--- src/rtl/mod_rst_seq.sv ---
// PLL lock qualification and reset sequencer: synchronizes i_locked, qualifies it,
// holds o_rst for a minimum width, then releases. Optional lock-loss counter: MOD_RST_SEQ_LOSSCNT_EN.
module mod_rst_seq #(
  parameter int STABLE_CYCLES   = 1024,
  parameter int RST_HOLD_CYCLES = 16,
  parameter int SYNC_STAGES     = 2
) (
  input  logic       i_clk,
  input  logic       i_rst,
  input  logic       i_locked,
  input  logic       i_soft_rst,
  output logic       o_rst,
  output logic       o_ready,
  output logic [1:0] o_state
`ifdef MOD_RST_SEQ_LOSSCNT_EN
  ,
  output logic [7:0] o_loss_cnt
`endif
);

  // state     | meaning
  // WAIT_LOCK | no synchronized lock, reset asserted
  // STABLE    | lock seen, counting consecutive locked cycles
  // HOLD      | lock qualified, reset held for minimum width
  // RUN       | reset released, downstream ready

  localparam int CNT_MAX = (STABLE_CYCLES > RST_HOLD_CYCLES) ? STABLE_CYCLES : RST_HOLD_CYCLES;
  localparam int CNT_W   = $clog2(CNT_MAX) + 1;

  typedef enum logic [1:0] {
    WAIT_LOCK = 2'd0,
    STABLE    = 2'd1,
    HOLD      = 2'd2,
    RUN       = 2'd3
  } state_t;

  state_t                 state, state_nx;
  logic [CNT_W-1:0]       cnt, cnt_nx;
  logic [SYNC_STAGES-1:0] sync;
  logic                   locked_s;

  assign locked_s = sync[SYNC_STAGES-1];
  assign o_state  = state;

  always_comb begin
    state_nx = state;
    cnt_nx   = '0;
    case (state)
      WAIT_LOCK: if (locked_s) state_nx = STABLE;
      STABLE: begin
        if (!locked_s)
          state_nx = WAIT_LOCK;
        else if (cnt == CNT_W'(STABLE_CYCLES - 1))
          state_nx = HOLD;
      end
      HOLD: begin
        if (!locked_s)
          state_nx = WAIT_LOCK;
        else if (cnt == CNT_W'(RST_HOLD_CYCLES - 1))
          state_nx = RUN;
      end
      RUN: begin
        // lock loss outranks a simultaneous soft reset request
        if (!locked_s)
          state_nx = WAIT_LOCK;
        else if (i_soft_rst)
          state_nx = HOLD;
      end
      default: state_nx = WAIT_LOCK;
    endcase
    if (state_nx == state && (state == STABLE || state == HOLD))
      cnt_nx = cnt + 1'b1;
  end

  // outputs are registered from the next state so they move on the same edge as the FSM
  always_ff @(posedge i_clk) begin
    if (i_rst) begin
      sync    <= '0;
      state   <= WAIT_LOCK;
      cnt     <= '0;
      o_rst   <= 1'b1;
      o_ready <= 1'b0;
    end else begin
      sync    <= {sync[SYNC_STAGES-2:0], i_locked};
      state   <= state_nx;
      cnt     <= cnt_nx;
      o_rst   <= (state_nx != RUN);
      o_ready <= (state_nx == RUN);
    end
  end

`ifdef MOD_RST_SEQ_LOSSCNT_EN
  always_ff @(posedge i_clk) begin
    if (i_rst)
      o_loss_cnt <= '0;
    else if (state == RUN && state_nx == WAIT_LOCK && o_loss_cnt != 8'hFF)
      o_loss_cnt <= o_loss_cnt + 8'd1;
  end
`endif

endmodule

--- config.mk ---
export PLATFORM = sky130hd
export DESIGN_NAME = mod_rst_seq
export DESIGN_NICKNAME = d
export VERILOG_FILES = /design/src/rtl/mod_rst_seq.sv
export SDC_FILE = /design/constraint.sdc
export NUM_CORES = 1
export LEC_CHECK = 0
export CORE_UTILIZATION = 47
export DETAILED_ROUTE_END_ITERATION = 7
export PLACE_DENSITY = 0.73
export SLEW_MARGIN = 20
export SYNTH_ARGS = -nofsm -noshare
export SYNTH_HDL_FRONTEND = slang
export SYNTH_SLANG_ARGS = --single-unit
--- constraint.sdc ---
create_clock -name i_clk -period 2 [get_ports i_clk]
set_input_delay 0.4 -clock i_clk [delete_from_list [all_inputs] [get_ports i_clk]]
set_output_delay 0.4 -clock i_clk [all_outputs]
set_load 0.02 [all_outputs]
==> metrics.txt <==
# TYPE chip_impl_metric gauge
chip_impl_info{name="run_status",value="finished clean"} 1
chip_impl_metric{name="worstPathBufferInverterCount",unit=""} 1
chip_impl_metric{name="io_pins",unit=""} 8
chip_impl_metric{name="area.growth.synth_to_final",unit="%"} 21.4
chip_impl_metric{name="post_route_fraction_of_the_period_consumed_by_the_critical_path",unit="%"} 96.1
chip_impl_info{name="tritoncts_clock_tree",value="yes"} 1
chip_impl_metric{name="worst_pin_slew",unit="ps"} 483
chip_impl_metric{name="synthCells",unit=""} 98
chip_impl_metric{name="setup_tns_after_final_layout",unit="ps"} 0
chip_impl_metric{name="nets",unit=""} 124
chip_impl_metric{name="post_route_cells_drive_above_1_share",unit="%"} 14.9
chip_impl_metric{name="first_global_vias",unit=""} 688
chip_impl_metric{name="die_height",unit="um"} 45.3
chip_impl_metric{name="post-dp-hpwl",unit="um"} 1310
chip_impl_metric{name="place_worst_setup_slack",unit="ps"} 77.7
chip_impl_metric{name="wire_per_inst",unit="um"} 12.4
chip_impl_metric{name="timing.critical_path.arrival",unit="ps"} 2110
chip_impl_metric{name="use_met1",unit="%"} 29.0
chip_impl_metric{name="antenna_left",unit=""} 0
chip_impl_metric{name="ys_async_sr_fraction",unit="%"} 0
chip_impl_metric{name="worstPathRequired",unit="ps"} 2180
chip_impl_metric{name="core",unit="sq um"} 1750
chip_impl_metric{name="design.die.area",unit="sq um"} 2050
chip_impl_metric{name="slew_hr",unit="%"} 67.3
chip_impl_metric{name="fin_skew",unit="ps"} 7.05
chip_impl_metric{name="dr_total_vias",unit=""} 740
chip_impl_metric{name="synthesis.area_per_instance",unit="sq um"} 9.00
chip_impl_metric{name="ir_drop",unit="uV"} 378
chip_impl_metric{name="synth-warning-count",unit=""} 0
chip_impl_metric{name="max_clock_freq",unit="MHz"} 520
chip_impl_metric{name="dr_vias_cell",unit=""} 5.32
chip_impl_metric{name="start_util",unit="%"} 50.5
chip_impl_info{name="critPathCaptureType",value="flop"} 1
chip_impl_metric{name="htree_levels",unit=""} 1
chip_impl_metric{name="synth_cell_type_count",unit=""} 34
chip_impl_info{name="cp_cell_sequence",value="inv_1 -> ha_1 -> nand3b_1 -> or4_4 -> nor2b_4 -> a221o_1"} 1
chip_impl_metric{name="post-route-util",unit="%"} 61.4
chip_impl_metric{name="rows",unit=""} 15
chip_impl_info{name="synthDominantAreaCellType",value="sky130_fd_sc_hd__dfxtp_1"} 1
chip_impl_metric{name="cts_resized",unit=""} 0
chip_impl_metric{name="n_antenna_cell",unit=""} 0
chip_impl_metric{name="antenna_found_initial",unit=""} 0
chip_impl_metric{name="drcViolationCount",unit=""} 0
chip_impl_metric{name="setup_viol_count_final",unit=""} 0
chip_impl_metric{name="drc_violation_total_after_the_first_tritonroute_iteration",unit=""} 19
chip_impl_info{name="synth_top_cells_by_area",value="sky130_fd_sc_hd__dfxtp_1, sky130_fd_sc_hd__ha_1, sky130_fd_sc_hd__xnor2_1"} 1
chip_impl_info{name="grt_most_used_layer",value="met2"} 1
chip_impl_metric{name="setup_slack",unit="ps"} 78.0
chip_impl_metric{name="ys_seq_elements",unit=""} 17
chip_impl_info{name="cell_family_with_the_largest_share_of_critical_path_delay",value="simple AND/OR/NAND/NOR gates"} 1
chip_impl_info{name="synth_top_cells_by_count",value="sky130_fd_sc_hd__dfxtp_1, sky130_fd_sc_hd__nor3_1, sky130_fd_sc_hd__inv_1"} 1
chip_impl_metric{name="global_route.usage.total",unit="%"} 20.2
chip_impl_metric{name="timing_hold_violations_final",unit=""} 0
chip_impl_metric{name="grt_start_max_net_pins",unit=""} 12
chip_impl_info{name="synth_ff_type",value="sky130_fd_sc_hd__dfxtp_1"} 1
chip_impl_metric{name="max-clock-path-buffers",unit=""} 2
chip_impl_metric{name="clkLatencyLatePin",unit="ps"} 280
chip_impl_metric{name="synth_top_area_share",unit="%"} 38.6
chip_impl_info{name="cp-start-kind",value="flop"} 1
chip_impl_metric{name="globalRouteMet2Util",unit="%"} 29.3
chip_impl_info{name="slowest_stage",value="sky130_fd_sc_hd__or4_4"} 1
chip_impl_metric{name="wire_length_of_the_first_global_routing_pass",unit="um"} 2950
chip_impl_metric{name="finalWorstPathRequiredPeriod",unit="ps"} 1920
chip_impl_info{name="post-synth-top-count-cell",value="sky130_fd_sc_hd__dfxtp_1"} 1
chip_impl_metric{name="layout.filler_cells",unit=""} 156
chip_impl_metric{name="routed_wl",unit="um"} 1720
chip_impl_metric{name="port_buffers",unit=""} 7
chip_impl_metric{name="mappedNetlistArea",unit="sq um"} 882
chip_impl_metric{name="chipWidth",unit="um"} 45.3
chip_impl_metric{name="cap_violations",unit=""} 0
chip_impl_metric{name="final_area",unit="sq um"} 1070
chip_impl_metric{name="cts_post_setup_buffers_inserted",unit=""} 0
chip_impl_info{name="cts_root_buffer",value="sky130_fd_sc_hd__clkbuf_4"} 1
chip_impl_metric{name="gr-usage-met3",unit="%"} 3.60
chip_impl_info{name="rsz0062_at_grt",value="no"} 1
chip_impl_metric{name="clock_sink_count",unit=""} 17
chip_impl_metric{name="first_pass_iters",unit=""} 4
chip_impl_metric{name="slew_violations",unit=""} 0
chip_impl_metric{name="holdBufCountCts",unit=""} 0
chip_impl_info{name="critical_path_class",value="reg2reg"} 1
chip_impl_metric{name="critPathMaxStageDelay",unit="ps"} 560
chip_impl_metric{name="cts.reportedPaths.clkPinSlew",unit="ps"} 100
chip_impl_metric{name="p_leak",unit="uW"} 0.000375
chip_impl_metric{name="overflow",unit=""} 0
chip_impl_metric{name="timing.critical_path.fanout_max",unit=""} 3
chip_impl_metric{name="synth-seq-area-share",unit="%"} 38.6
chip_impl_metric{name="synthesis.nets",unit=""} 107
chip_impl_metric{name="cts_buffers",unit=""} 3
chip_impl_metric{name="dpl_cell_area",unit="sq um"} 1040
chip_impl_metric{name="synth_enable_flop_cells",unit=""} 0
chip_impl_metric{name="gpl.final_weighted_congestion",unit=""} 0.847
chip_impl_metric{name="power.density_cell_area",unit="nW/um^2"} 525
chip_impl_info{name="min-delay-path-class",value="reg2reg"} 1
==> worst paths after layout <==
path | start | to | slack (ps) | depth (start not counted)
setup reg to reg | o_state[0]$_SDFF_PP0_ | o_rst$_SDFF_PP1_ | 80 | 6
setup / recovery | o_state[0]$_SDFF_PP0_ | o_rst$_SDFF_PP1_ | 80 | 6
hold / removal | sync[0]$_SDFF_PP0_ | sync[1]$_SDFF_PP0_ | 450 | 1
hold reg to reg | sync[0]$_SDFF_PP0_ | sync[1]$_SDFF_PP0_ | 450 | 1
==> where the power goes <==
group	total (uW)	leakage, uW	internal (uW)	switching, uW
sequential	343	0.000139	340	3.36
combinational	41.9	0.000218	22.2	19.7
clock	177	0.0000177	74.2	103
==> kinds of logic (layout without fill, tap and decap cells) <==
| logic type | after synthesis | after routing | synth area share, % |
|---|---|---|---|
| flip-flops | 17 | 17 | 38.6 |
| adder cells (fa/ha/maj) | 5 | 5 | 7.09 |
| AO/OA/AOI/OAI | 17 | 17 | 14.6 |
| AND/OR/NAND/NOR | 41 | 41 | 26.8 |
| buffers and inverters | 9 | 25 | 3.97 |
| XOR/XNOR | 9 | 9 | 8.94 |
==> routing by layer <==
layer | vias up | wire length (um)
li1 | 385 | -
met2 | 14 | 762
met1 | 339 | 899
met5 | - | 0
met3 | 2 | 46
met4 | 0 | 12
==> layout make-up <==
class | instances | area (sq um) | area share, %
multi-input combinational | 72 | 507 | 47.3
sequential | 17 | 348 | 32.5
inverter | 8 | 30.0 | 2.80
clock buffer | 3 | 22.5 | 2.10
tap | 25 | 31.3 | 2.92
timing repair buffer | 13 | 128 | 11.9
clock inverter | 1 | 5.00 | 0.467
==> stage by stage <==
step | instances | hold WS, ps | power [uW]
3_3_place_gp | 135 | 438 | 392
5_1_grt | 139 | 469 | 592
2_1_floorplan | 98 | 414 | 372
4_1_cts | 139 | 456 | 570
3_5_place_dp | 135 | 432 | 393
6_report | 139 | 450 | 562
==> flip-flops by register name, summed over array words and instances, names as in the netlist <==
| name | count |
|---|---|
| cnt | 11 |
| o_state | 2 |
| sync | 2 |
| o_ready | 1 |
| o_rst | 1 |
==> cells in the final DEF (no fill, tap or decap), types with 3 or more instances in the layout <==
cell type,instances
sky130_fd_sc_hd__nand3_1,5
sky130_fd_sc_hd__ha_1,5
sky130_fd_sc_hd__xnor2_1,7
sky130_fd_sc_hd__dfxtp_1,15
sky130_fd_sc_hd__nand2_1,4
sky130_fd_sc_hd__nor3_1,12
sky130_fd_sc_hd__buf_4,5
sky130_fd_sc_hd__inv_1,8
sky130_fd_sc_hd__clkbuf_4,3
sky130_fd_sc_hd__nor2_1,5
sky130_fd_sc_hd__clkdlybuf4s50_1,7
sky130_fd_sc_hd__a21oi_1,4
Power figures use the tool's default switching activity.
==> variant (same settings) <==
Build with the macro `MOD_RST_SEQ_LOSSCNT_EN` defined.
--- a/src/rtl/mod_rst_seq.sv
+++ b/src/rtl/mod_rst_seq.sv
@@ -1,5 +1,7 @@
 // PLL lock qualification and reset sequencer: synchronizes i_locked, qualifies it,
 // holds o_rst for a minimum width, then releases. Optional lock-loss counter: MOD_RST_SEQ_LOSSCNT_EN.
+`define MOD_RST_SEQ_LOSSCNT_EN
+
 module mod_rst_seq #(
   parameter int STABLE_CYCLES   = 1024,
   parameter int RST_HOLD_CYCLES = 16,
Formal check against the unedited RTL (old outputs only; new: o_loss_cnt): equivalent (Yosys induction, for registers that start in step).
==> variant against the unedited design <==
- the flow now finishes with violations (negative setup slack)
- sequential share of layout area down 9.6 points
- total power up 47%
- worst setup slack got worse by 460 ps
- wire length increased by 150%
- design area rose by 110%
- synthesized area is 59% higher
- synthesized cell count increased by 60%
- sequential cell count rose by 8
- combinational power grew 100%
- largest power group unchanged
==> variant: results (changes against the unedited design) <==
Outcome:
- The flow ran to the end, but the final reports show violations.
- The final reports fail on negative setup slack.

Logic synthesis:
- The sequential cell area fraction in the yosys report was 35.7% (-2.9 points).
- By area the synthesized netlist is led by sky130_fd_sc_hd__dfxtp_1 36%, sky130_fd_sc_hd__ha_1 5.4%, sky130_fd_sc_hd__nor2_2 4.5%.
- The synthesized area divided by synthesized cell count is 8.93 um^2 (-0.75%).
- The net count after synthesis is 167 (+56%).
- The number of library cell types mapped by synthesis is 48 (+41%).

GRT:
- The met3 routing resource usage after global routing is 5.76% (+2.2 points).
- The wire length of the first global-routing pass is 6620 um (+120%).
- The number of global-route vias before repair is 1444 (+110%).
- The global routing usage on met2 is 49.1% (+20 points).
- The met1 capacity usage during global routing is 28.7% (-0.38 points).
- The maximum number of pins on one net before global-route repair is 15 (+3).

Detailed routing:
- The average routed wire per standard cell is 17.0 um (+38%).
- The per-cell via count in the routed design is 5.70 (+7.1%).
- The routed wire length on met2 is 2280 um (+200%).
- The number of design-rule violations left by the first detailed-router iteration is 59 (+40).
- The total number of vias is 1414 (+91%).
- The detailed-routing wirelength on met1 is 1640 um (+83%).

Timing:
- The normalized max-slew margin is 64.7% (-2.6 points).
- The post-layout worst setup margin is -383 ps (-461 ps).
- The total setup violations reported at the end of the flow is 21 (+21).
- The setup total negative slack was -5490 ps (-5490 ps).

Worst setup path:
- The data arrival at the endpoint of the critical path came to 2630 ps (+520 ps).
- The maximum fanout along the worst path is 4 (+1).
- For this design, the slowest cell found on the critical path is sky130_fd_sc_hd__dfxtp_4.
- The family with the most delay on the worst path is compound AO/OA/AOI/OAI gates.
- The largest incremental delay on the critical path is 390 ps (-170 ps).

Placed design:
- The instance count after placement with tap cells included came to 236 (+75%).
- The sum of net half-perimeters after detailed placement came to 2650 um (+100%).
- The final weighted congestion in routability-driven placement came to 0.846 (-0.13%).

Clocking:
- The register clock-pin slew on the reported worst setup and hold paths is 150 ps (+50 ps).
- The clock latency of the later-clocked register in the worst-skew pair is 330 ps (+50 ps).

Layout:
- The final net count is 228 (+84%).

Power:
- The leakage power total is 0.850 nW (+130%).
variant: cell types whose count changed in the layout (fill, tap and decap cells not counted), moves of 3 or more:
cell	unedited run	this run
sky130_fd_sc_hd__clkdlybuf4s50_1	7	15
sky130_fd_sc_hd__mux2_4	0	3
sky130_fd_sc_hd__buf_4	5	40
sky130_fd_sc_hd__nor4_4	0	5
sky130_fd_sc_hd__dfxtp_1	15	23
sky130_fd_sc_hd__nor2b_1	2	7
sky130_fd_sc_hd__nor2_2	0	10
sky130_fd_sc_hd__nand3_1	5	8
sky130_fd_sc_hd__nor3_1	12	3
sky130_fd_sc_hd__ha_1	5	1
sky130_fd_sc_hd__buf_6	0	6
sky130_fd_sc_hd__nor2_1	5	11
sky130_fd_sc_hd__nand2_1	4	7
sky130_fd_sc_hd__ha_4	0	3
variant: worst reg2reg max path, delay by kind of cell (launching register included):
kind	cells	cell delay [ps]
AND/OR/NAND/NOR	2	530
buffers and inverters	3	460
flip-flops	1	390
adder cells (fa/ha/maj)	1	220
AO/OA/AOI/OAI	4	690
variant: kinds of logic (layout without fill, tap and decap cells):
group / count (synthesis) / in the layout / synth area share, %
AO/OA/AOI/OAI: 22 / 22 / 12.0
XOR/XNOR: 9 / 9 / 5.62
adder cells (fa/ha/maj): 6 / 6 / 5.35
buffers and inverters: 15 / 75 / 4.91
flip-flops: 25 / 25 / 35.7
multiplexers: 4 / 4 / 3.21
AND/OR/NAND/NOR: 76 / 76 / 33.2
variant: path summary, 6_finish.rpt:
check | from | endpoint | slack, ps | cells past startpoint
setup / recovery | o_state[0] | o_loss_cnt[0] | -380 | 10
hold / removal | sync[0] | sync[1] | 470 | 1
setup reg to reg | o_state[0] | o_loss_cnt[0] | -380 | 10
hold reg to reg | sync[0] | sync[1] | 470 | 1
variant: final cells by class:
type / count / area, um^2
fillers: 168 / 558
inverters: 8 / 35.0
clock buffers: 3 / 22.5
flip-flops and latches: 25 / 508
multi-input cells: 117 / 1050
well taps: 31 / 38.8
repair buffers: 63 / 566
clock inverters: 1 / 5.00
variant: through the flow:
| step | util, % | setup WS, ps | cell area (um^2) |
|---|---|---|---|
| floorplan | - | -220 | 1470 |
| global placement | 69.1 | -435 | 1920 |
| detailed placement | 69.1 | -501 | 1920 |
| CTS | 77.3 | -254 | 2150 |
| global route | 79.9 | -427 | 2220 |
| finish | 79.9 | -383 | 2220 |
variant: what timing repair did:
item,CTS,global route
setup endpoints to repair,21,22
cloned,3,0
setup buffers,3,2
pin swaps,14,10
hold buffers,0,0
resized for setup,27,12
variant: power by group:
group / leakage (nW) / switching (W) / total (W) / internal (W)
Combinational: 0.629 / 0.0000407 / 0.0000848 / 0.0000442
Sequential: 0.203 / 0.00000414 / 0.000504 / 0.000500
Clock: 0.0177 / 0.000164 / 0.000239 / 0.0000752
